File: src/rtl/rotation_position_tracker_pkg.sv
// Shared types for the rotation position tracker: re-arm FSM states and step directions.
// Latency: n/a (types and constants only).
// Backpressure: n/a.
package rot_pkg;

    // Re-arm filter states: wait for MIN_LOW lows, armed for a rising event, hold while high.
    typedef enum logic [1:0] {
        REARM = 2'd0,
        ARMED = 2'd1,
        HOLD  = 2'd2
    } rot_state_t;

    localparam logic ROT_INC = 1'b1;
    localparam logic ROT_DEC = 1'b0;

endpackage

File: src/rtl/rotation_position_tracker_if.sv
// Bundles the event-detector inputs and the position/LED/step outputs of the tracker.
// Latency: n/a (wiring only).
// Backpressure: none; the event stream is accepted or filtered, never stalled.
// Ports: rotation_event, rotation_direction, clear (master -> slave);
//        position, led, step_pulse, step_dir, limit_hit (slave -> master).
interface rotation_position_tracker_if #(
    parameter int N_POS = 8
);
    localparam int POS_W = $clog2(N_POS);

    logic             rotation_event;
    logic             rotation_direction;
    logic             clear;
    logic [POS_W-1:0] position;
    logic [N_POS-1:0] led;
    logic             step_pulse;
    logic             step_dir;
    logic             limit_hit;

    modport master (
        output rotation_event, rotation_direction, clear,
        input  position, led, step_pulse, step_dir, limit_hit
    );

    modport slave (
        input  rotation_event, rotation_direction, clear,
        output position, led, step_pulse, step_dir, limit_hit
    );
endinterface

File: src/rtl/rotation_position_tracker_rearm_filter.sv
// Re-arm filter: turns each qualified rising edge of rotation_event into a one-cycle step_req.
// Latency: step_req is combinational from the ARMED state and the current event sample.
// Backpressure: none; events arriving before MIN_LOW consecutive lows are dropped.
// Ports: clk, rst (async, active-high), rotation_event in, step_req out.
module rot_rearm_filter
    import rot_pkg::*;
#(
    parameter int MIN_LOW = 4
) (
    input  logic clk,
    input  logic rst,
    input  logic rotation_event,
    output logic step_req
);
    localparam int CNT_W = $clog2(MIN_LOW + 1);
    localparam logic [CNT_W-1:0] CNT_LAST = CNT_W'(MIN_LOW - 1);
    localparam logic [CNT_W-1:0] CNT_ONE  = CNT_W'(1);

    rot_state_t       state_q, state_d;
    logic [CNT_W-1:0] low_cnt_q, low_cnt_d;

    always_comb begin
        state_d   = state_q;
        low_cnt_d = low_cnt_q;
        step_req  = 1'b0;
        case (state_q)
            REARM: begin
                if (rotation_event) begin
                    low_cnt_d = '0;
                end else if (low_cnt_q == CNT_LAST) begin
                    // This sample is the MIN_LOW-th consecutive low.
                    state_d   = ARMED;
                    low_cnt_d = '0;
                end else begin
                    low_cnt_d = low_cnt_q + CNT_ONE;
                end
            end
            ARMED: begin
                if (rotation_event) begin
                    step_req = 1'b1;
                    state_d  = HOLD;
                end
            end
            HOLD: begin
                // The low that ends HOLD already counts as the first re-arm low.
                if (!rotation_event) begin
                    if (MIN_LOW == 1) begin
                        state_d   = ARMED;
                        low_cnt_d = '0;
                    end else begin
                        state_d   = REARM;
                        low_cnt_d = CNT_ONE;
                    end
                end
            end
            default: begin
                state_d   = REARM;
                low_cnt_d = '0;
            end
        endcase
    end

    always_ff @(posedge clk or posedge rst) begin
        if (rst) begin
            state_q   <= REARM;
            low_cnt_q <= '0;
        end else begin
            state_q   <= state_d;
            low_cnt_q <= low_cnt_d;
        end
    end
endmodule

File: src/rtl/rotation_position_tracker.sv
// Rotation position tracker: steps a position register on qualified events and drives a one-hot LED vector.
// Latency: position/led/step_pulse/step_dir update on the edge the armed event is sampled high.
// Backpressure: none; re-triggers inside the re-arm window are dropped, not queued.
// Ports: clk, rst (async, active-high), bus (rotation_position_tracker_if.slave).
// Build option ROT_SATURATE_EN: clamp at 0 / N_POS-1 and pulse limit_hit instead of wrapping.
module rotation_position_tracker
    import rot_pkg::*;
#(
    parameter int N_POS    = 8,
    parameter int MIN_LOW  = 4,
    parameter int INIT_POS = 0
) (
    input  logic                         clk,
    input  logic                         rst,
    rotation_position_tracker_if.slave   bus
);
    localparam int POS_W = $clog2(N_POS);
    localparam logic [POS_W-1:0] POS_INIT = POS_W'(INIT_POS);
    localparam logic [POS_W-1:0] POS_MAX  = POS_W'(N_POS - 1);
    localparam logic [POS_W:0]   N_EXT    = (POS_W + 1)'(N_POS);
    localparam logic [POS_W:0]   EXT_ONE  = (POS_W + 1)'(1);
    localparam logic [N_POS-1:0] LED_ONE  = N_POS'(1);

    logic             step_req;
    logic [POS_W-1:0] pos_q, pos_d;
    logic [N_POS-1:0] led_q, led_d;
    logic             step_pulse_q, step_pulse_d;
    logic             step_dir_q, step_dir_d;
    logic [POS_W:0]   ext_inc, ext_dec;
    logic [POS_W-1:0] pos_nxt;

    rot_rearm_filter #(.MIN_LOW(MIN_LOW)) u_filter (
        .clk            (clk),
        .rst            (rst),
        .rotation_event (bus.rotation_event),
        .step_req       (step_req)
    );

    // One extra bit exposes both overflow past N_POS-1 and underflow below 0,
    // so the wrap is correct for non-power-of-2 N_POS.
    assign ext_inc = {1'b0, pos_q} + EXT_ONE;
    assign ext_dec = {1'b0, pos_q} - EXT_ONE;

    always_comb begin
        pos_nxt = pos_q;
        case (bus.rotation_direction)
            ROT_INC: pos_nxt = (ext_inc == N_EXT) ? '0 : ext_inc[POS_W-1:0];
            ROT_DEC: pos_nxt = ext_dec[POS_W] ? POS_MAX : ext_dec[POS_W-1:0];
            default: pos_nxt = pos_q;
        endcase
    end

`ifdef ROT_SATURATE_EN
    logic limit_hit_q, limit_hit_d;
    logic at_limit;

    assign at_limit = (bus.rotation_direction == ROT_INC) ? (ext_inc == N_EXT) : ext_dec[POS_W];
`endif

    always_comb begin
        pos_d        = pos_q;
        step_pulse_d = 1'b0;
        step_dir_d   = step_dir_q;
`ifdef ROT_SATURATE_EN
        limit_hit_d  = 1'b0;
`endif
        // clear wins over a coincident step; the filter still consumes that event.
        if (bus.clear) begin
            pos_d = POS_INIT;
        end else if (step_req) begin
            step_dir_d = bus.rotation_direction;
`ifdef ROT_SATURATE_EN
            if (at_limit) begin
                limit_hit_d = 1'b1;
            end else begin
                pos_d        = pos_nxt;
                step_pulse_d = 1'b1;
            end
`else
            pos_d        = pos_nxt;
            step_pulse_d = 1'b1;
`endif
        end
        // Decode from the next position so led lands on the same edge as position.
        led_d = LED_ONE << pos_d;
    end

    always_ff @(posedge clk or posedge rst) begin
        if (rst) begin
            pos_q        <= POS_INIT;
            led_q        <= LED_ONE << POS_INIT;
            step_pulse_q <= 1'b0;
            step_dir_q   <= 1'b0;
        end else begin
            pos_q        <= pos_d;
            led_q        <= led_d;
            step_pulse_q <= step_pulse_d;
            step_dir_q   <= step_dir_d;
        end
    end

`ifdef ROT_SATURATE_EN
    always_ff @(posedge clk or posedge rst) begin
        if (rst) begin
            limit_hit_q <= 1'b0;
        end else begin
            limit_hit_q <= limit_hit_d;
        end
    end

    assign bus.limit_hit = limit_hit_q;
`else
    assign bus.limit_hit = 1'b0;
`endif

    assign bus.position   = pos_q;
    assign bus.led        = led_q;
    assign bus.step_pulse = step_pulse_q;
    assign bus.step_dir   = step_dir_q;
endmodule

File: src/flat_wrapper.sv
// flat-port wrapper written by rule: the top's interface ports become plain ports
module rotation_position_tracker_flat import rot_pkg::*;
#(
    parameter int N_POS    = 8,
    parameter int MIN_LOW  = 4,
    parameter int INIT_POS = 0
)
  (clk, rst, bus_rotation_event, bus_rotation_direction, bus_clear, bus_position, bus_led, bus_step_pulse, bus_step_dir, bus_limit_hit);
  rotation_position_tracker_if #(.N_POS(N_POS)) bus_i ();
  input  logic clk;
  input  logic rst;
  input wire logic [$bits(bus_i.rotation_event)-1:0] bus_rotation_event;
  input wire logic [$bits(bus_i.rotation_direction)-1:0] bus_rotation_direction;
  input wire logic [$bits(bus_i.clear)-1:0] bus_clear;
  output wire logic [$bits(bus_i.position)-1:0] bus_position;
  output wire logic [$bits(bus_i.led)-1:0] bus_led;
  output wire logic [$bits(bus_i.step_pulse)-1:0] bus_step_pulse;
  output wire logic [$bits(bus_i.step_dir)-1:0] bus_step_dir;
  output wire logic [$bits(bus_i.limit_hit)-1:0] bus_limit_hit;
  assign bus_i.rotation_event = bus_rotation_event;
  assign bus_i.rotation_direction = bus_rotation_direction;
  assign bus_i.clear = bus_clear;
  assign bus_position = bus_i.position;
  assign bus_led = bus_i.led;
  assign bus_step_pulse = bus_i.step_pulse;
  assign bus_step_dir = bus_i.step_dir;
  assign bus_limit_hit = bus_i.limit_hit;
  rotation_position_tracker #(.N_POS(N_POS), .MIN_LOW(MIN_LOW), .INIT_POS(INIT_POS)) u_core (.clk(clk), .rst(rst), .bus(bus_i));
endmodule
File: config.mk
export PLATFORM = sky130hd
export DESIGN_NAME = rotation_position_tracker_flat
export DESIGN_NICKNAME = d
export VERILOG_FILES = /design/src/rtl/rotation_position_tracker_pkg.sv /design/src/rtl/rotation_position_tracker_if.sv /design/src/rtl/rotation_position_tracker_rearm_filter.sv /design/src/rtl/rotation_position_tracker.sv /design/src/flat_wrapper.sv
export SDC_FILE = /design/constraint.sdc
export NUM_CORES = 1
export LEC_CHECK = 0
export ABC_AREA = 1
export BUFFER_PORTS_ARGS = -buffer_cell sky130_fd_sc_hd__buf_2
export CORE_MARGIN = 2
export CORE_UTILIZATION = 50
export DETAILED_ROUTE_END_ITERATION = 7
export GPL_TIMING_DRIVEN = 1
export PLACE_DENSITY_LB_ADDON = 0.25
export SLEW_MARGIN = 25
export SYNTH_ARGS = -nofsm -noshare
export SYNTH_HDL_FRONTEND = slang
export SYNTH_HIERARCHICAL = 1
export SYNTH_SLANG_ARGS = --single-unit
File: constraint.sdc
create_clock -name clk -period 1.9 [get_ports clk]
set_input_delay 0.38 -clock clk [delete_from_list [all_inputs] [get_ports clk]]
set_output_delay 0.38 -clock clk [all_outputs]
set_load 0.03 [all_outputs]
==> results.sh <==
export IMPL_postRouteAntennaNets=0
export IMPL_post_synth_most_frequent_cells="nand2_1, dfrtp_1, inv_1"
export IMPL_fmax_ghz=0.6292
export IMPL_clock_pin_slew_worst_setup_and_hold_paths_ns=0.10
export IMPL_placementRows=15
export IMPL_p_leak_nw=0.5888
export IMPL_fin_cells=139
export IMPL_critical_path_peak_fanout=5
export IMPL_rsz0062_at_grt="false"
export IMPL_totalNegativeSetupSlack_ns=0
export IMPL_synth_enable_flop_cells=0
export IMPL_die_height_um=45.59
export IMPL_antenna_diode_instance_count=0
export IMPL_holdPathStages=2
export IMPL_flow_area_growth_from_synthesis_pct=16.79
export IMPL_cp_start_kind="register"
export IMPL_timing_reg2reg_setup_slack_ns=0.31
export IMPL_n_fill_cell=151
export IMPL_crit_start="u_core/u_filter/state_q[1]"
export IMPL_core_area_mm2=0.001670
export IMPL_grt_pass1_wl_um=2628
export IMPL_power_ir_vdd_worst_mv=0.6115
export IMPL_grt_antenna_before_repair=0
export IMPL_cts_max_level=1
export IMPL_worst_ep_arrival_time_ns=1.78
export IMPL_initial_utilization_pct=51.76
export IMPL_numPlacedInstances=134
export IMPL_post_cts_buffers=0
export IMPL_synth_cells=101
export IMPL_yosysUniqueCellTypes=19
export IMPL_routed_wl_um=1592
export IMPL_track_usage_pct=18.35
export IMPL_finalInstanceArea_mm2=0.001010
export IMPL_final_max_slew_violation_count=0
export IMPL_die_width_um=45.59
export IMPL_power_per_cell_area_mw_per_mm2=999.9
export IMPL_clock_sinks=18
export IMPL_tritoncts_num_buffers=3
export IMPL_setup_viol=0
export IMPL_run_status="finished, final reports clean"
export IMPL_design_die_area_mm2=0.002078
export IMPL_via_count_normalized_by_instance_count=5.007
export IMPL_top_ports=19
export IMPL_synth_largest_area_cell="dfrtp_1"
export IMPL_grt_overflow_total=0
export IMPL_synth_yosys_seq_area_share_pct=52.24
export IMPL_post_route_worst_setup_slack_ns=0.3107
export IMPL_finalWorstPathRequiredPeriod_ns=1.589
export IMPL_syn_mean_instance_area_um2=8.560
export IMPL_clock_tree_from_tritoncts="done"
export IMPL_path_category_of_the_worst_min_delay_check="input port to register"
export IMPL_yosys_most_used_dff="dfrtp_1"
export IMPL_dpl_cell_area_um2=963.4
export IMPL_post_route_period_util_pct=83.65
export IMPL_dpl_worst_slack_ns=0.3747
export IMPL_transition_time_of_the_tightest_slew_check_pin_ns=0.5062
export IMPL_reg2reg_from="u_core/u_filter/state_q[1]"
export IMPL_final_net_count=131
export IMPL_cts_root_buffer_cell="clkbuf_4"
export IMPL_critPathRequiredTime_ns=2.09
export IMPL_number_of_synthesized_register_bits=18
export IMPL_port_buffers=17
export IMPL_critical_path_endpoint="u_core/bus.led[4]"
export IMPL_firstDrtPassIters=4
export IMPL_dr_first_iter_drc_count=18
export IMPL_synth_top_area_share_pct=49.20
export IMPL_clock_latency_ns=0.29
export IMPL_grt_pass1_vias=635
export IMPL_crit_reg2reg_capture="u_core/bus.led[4]"
export IMPL_critical_path_class="register to register"
export IMPL_dpl_hpwl_um=1241
export IMPL_async_reset_ff_share_pct=100.0
export IMPL_finalCoreUtilization_pct=60.45
export IMPL_max_cap_viol_count=0
export IMPL_worstRegToRegCells=8
export IMPL_type_of_element_capturing_the_critical_path="register"
export IMPL_cts_root_to_sink_buffers=2
export IMPL_route_vias_total=696
export IMPL_route_detailed_wl_per_inst_um=11.45
export IMPL_cts_resized=0
export IMPL_final_estimated_routing_congestion_in_global_placement=0.9016
export IMPL_syn_num_nets=109
export IMPL_remaining_drcs=0
export IMPL_drive_above_1_share_pct=29.51
export IMPL_syn_cell_area_um2=864.6
export IMPL_timing_final_hold_violations=0
export IMPL_maximum_number_of_pins_on_one_net_before_global_route_repair=14
export IMPL_slew_headroom_pct=66.21
export IMPL_skew_ns=0.004662
export IMPL_yosys_warnings=6
export IMPL_ys_top_cells_by_area="dfrtp_1, nand2_1, inv_1"
export IMPL_synth_most_common_cell="nand2_1"
==> how the worst min path moves through the flow <==
stage                     startpoint                           end  slack, ns
final                      bus_clear         u_core/bus.step_pulse       0.37
after global routing       bus_clear         u_core/bus.step_pulse       0.37
after CTS                  bus_clear         u_core/bus.step_pulse       0.36
after detailed placement         rst  u_core/u_filter/low_cnt_q[2]       0.29
after global placement           rst  u_core/u_filter/low_cnt_q[2]       0.29
after floorplan                  rst  u_core/u_filter/low_cnt_q[0]       0.16
==> worst max-delay path, cell delays in order (launching register included) <==
cell and delay (ns):
dfrtp_1 0.43, inv_2 0.09, nand2_2 0.07, nor2_1 0.31
inv_2 0.10, a21oi_2 0.22, nand2_1 0.12, nand2_1 0.10
nor2_1 0.06
==> power breakdown <==
part	total [mW]	switching (mW)	internal, mW
Combinational	0.302	0.206	0.0954
Sequential	0.478	0.0383	0.440
Clock	0.229	0.113	0.117
==> area by class of cell <==
class	count	area (um2)	area share (%)
multi-input cells	64	337.8	33.46
well taps	17	21.27	2.107
inverters	18	67.56	6.691
clock buffers	4	36.28	3.594
flip-flops and latches	18	451.7	44.73
repair buffers	18	95.09	9.418
==> layer usage <==
layer	up-vias	wire (um)	global-route usage (%)
li1	352	-	-
met1	321	662	20.16
met2	19	842	32.96
met3	4	67	2.778
met4	0	21	10.59
met5	-	0	0
==> cells in the final DEF, fill, tap and decap left out <==
| master | n |
|---|---|
| inv_1 | 14 |
| nand2_2 | 2 |
| nand3_2 | 1 |
| clkbuf_8 | 1 |
| nand4_1 | 1 |
| a21oi_2 | 2 |
| ha_1 | 3 |
| nor2_4 | 2 |
| dfrtp_1 | 17 |
| o21ai_1 | 2 |
| nor2_1 | 12 |
| dlygate4sd3_1 | 1 |
| clkbuf_4 | 3 |
| conb_1 | 1 |
| nand3_1 | 4 |
| dfstp_2 | 1 |
| a21oi_1 | 6 |
| buf_2 | 17 |
| nand2_1 | 25 |
| nor2_2 | 1 |
| inv_2 | 4 |
| nand2_4 | 2 |
==> repair_timing <==
item                                    CTS  global route
hold buffers                              1             0
endpoints found under the setup margin    0             0
hold endpoints to repair                  5             0
==> flip-flops by register name, indices dropped and copies added (netlist names) <==
register,count
u_core/bus.step_pulse,1
u_core/u_filter/low_cnt_q,3
u_core/bus.position,3
u_core/u_filter/state_q,2
u_core/bus.step_dir,1
u_core/bus.led,8
==> metrics by stage <==
stage / total power, mW / hold WS [ns]
2_1_floorplan: 0.7052 / 0.1585
3_3_place_gp: 0.7691 / 0.2908
3_5_place_dp: 0.7862 / 0.2949
4_1_cts: 1.020 / 0.3607
5_1_grt: 1.073 / 0.3704
6_report: 1.010 / 0.3696
==> cell families (layout without fill, tap and decap cells) <==
logic type	count (synthesis)	count (layout)	share of synthesized area, %
AO/OA/AOI/OAI	10	10	6.658
other	1	1	0.4337
flip-flops	18	18	52.24
adder cells (fa/ha/maj)	3	3	4.342
buffers and inverters	19	40	8.683
AND/OR/NAND/NOR	50	50	27.64
No activity file was read; power rests on OpenSTA's default activity.
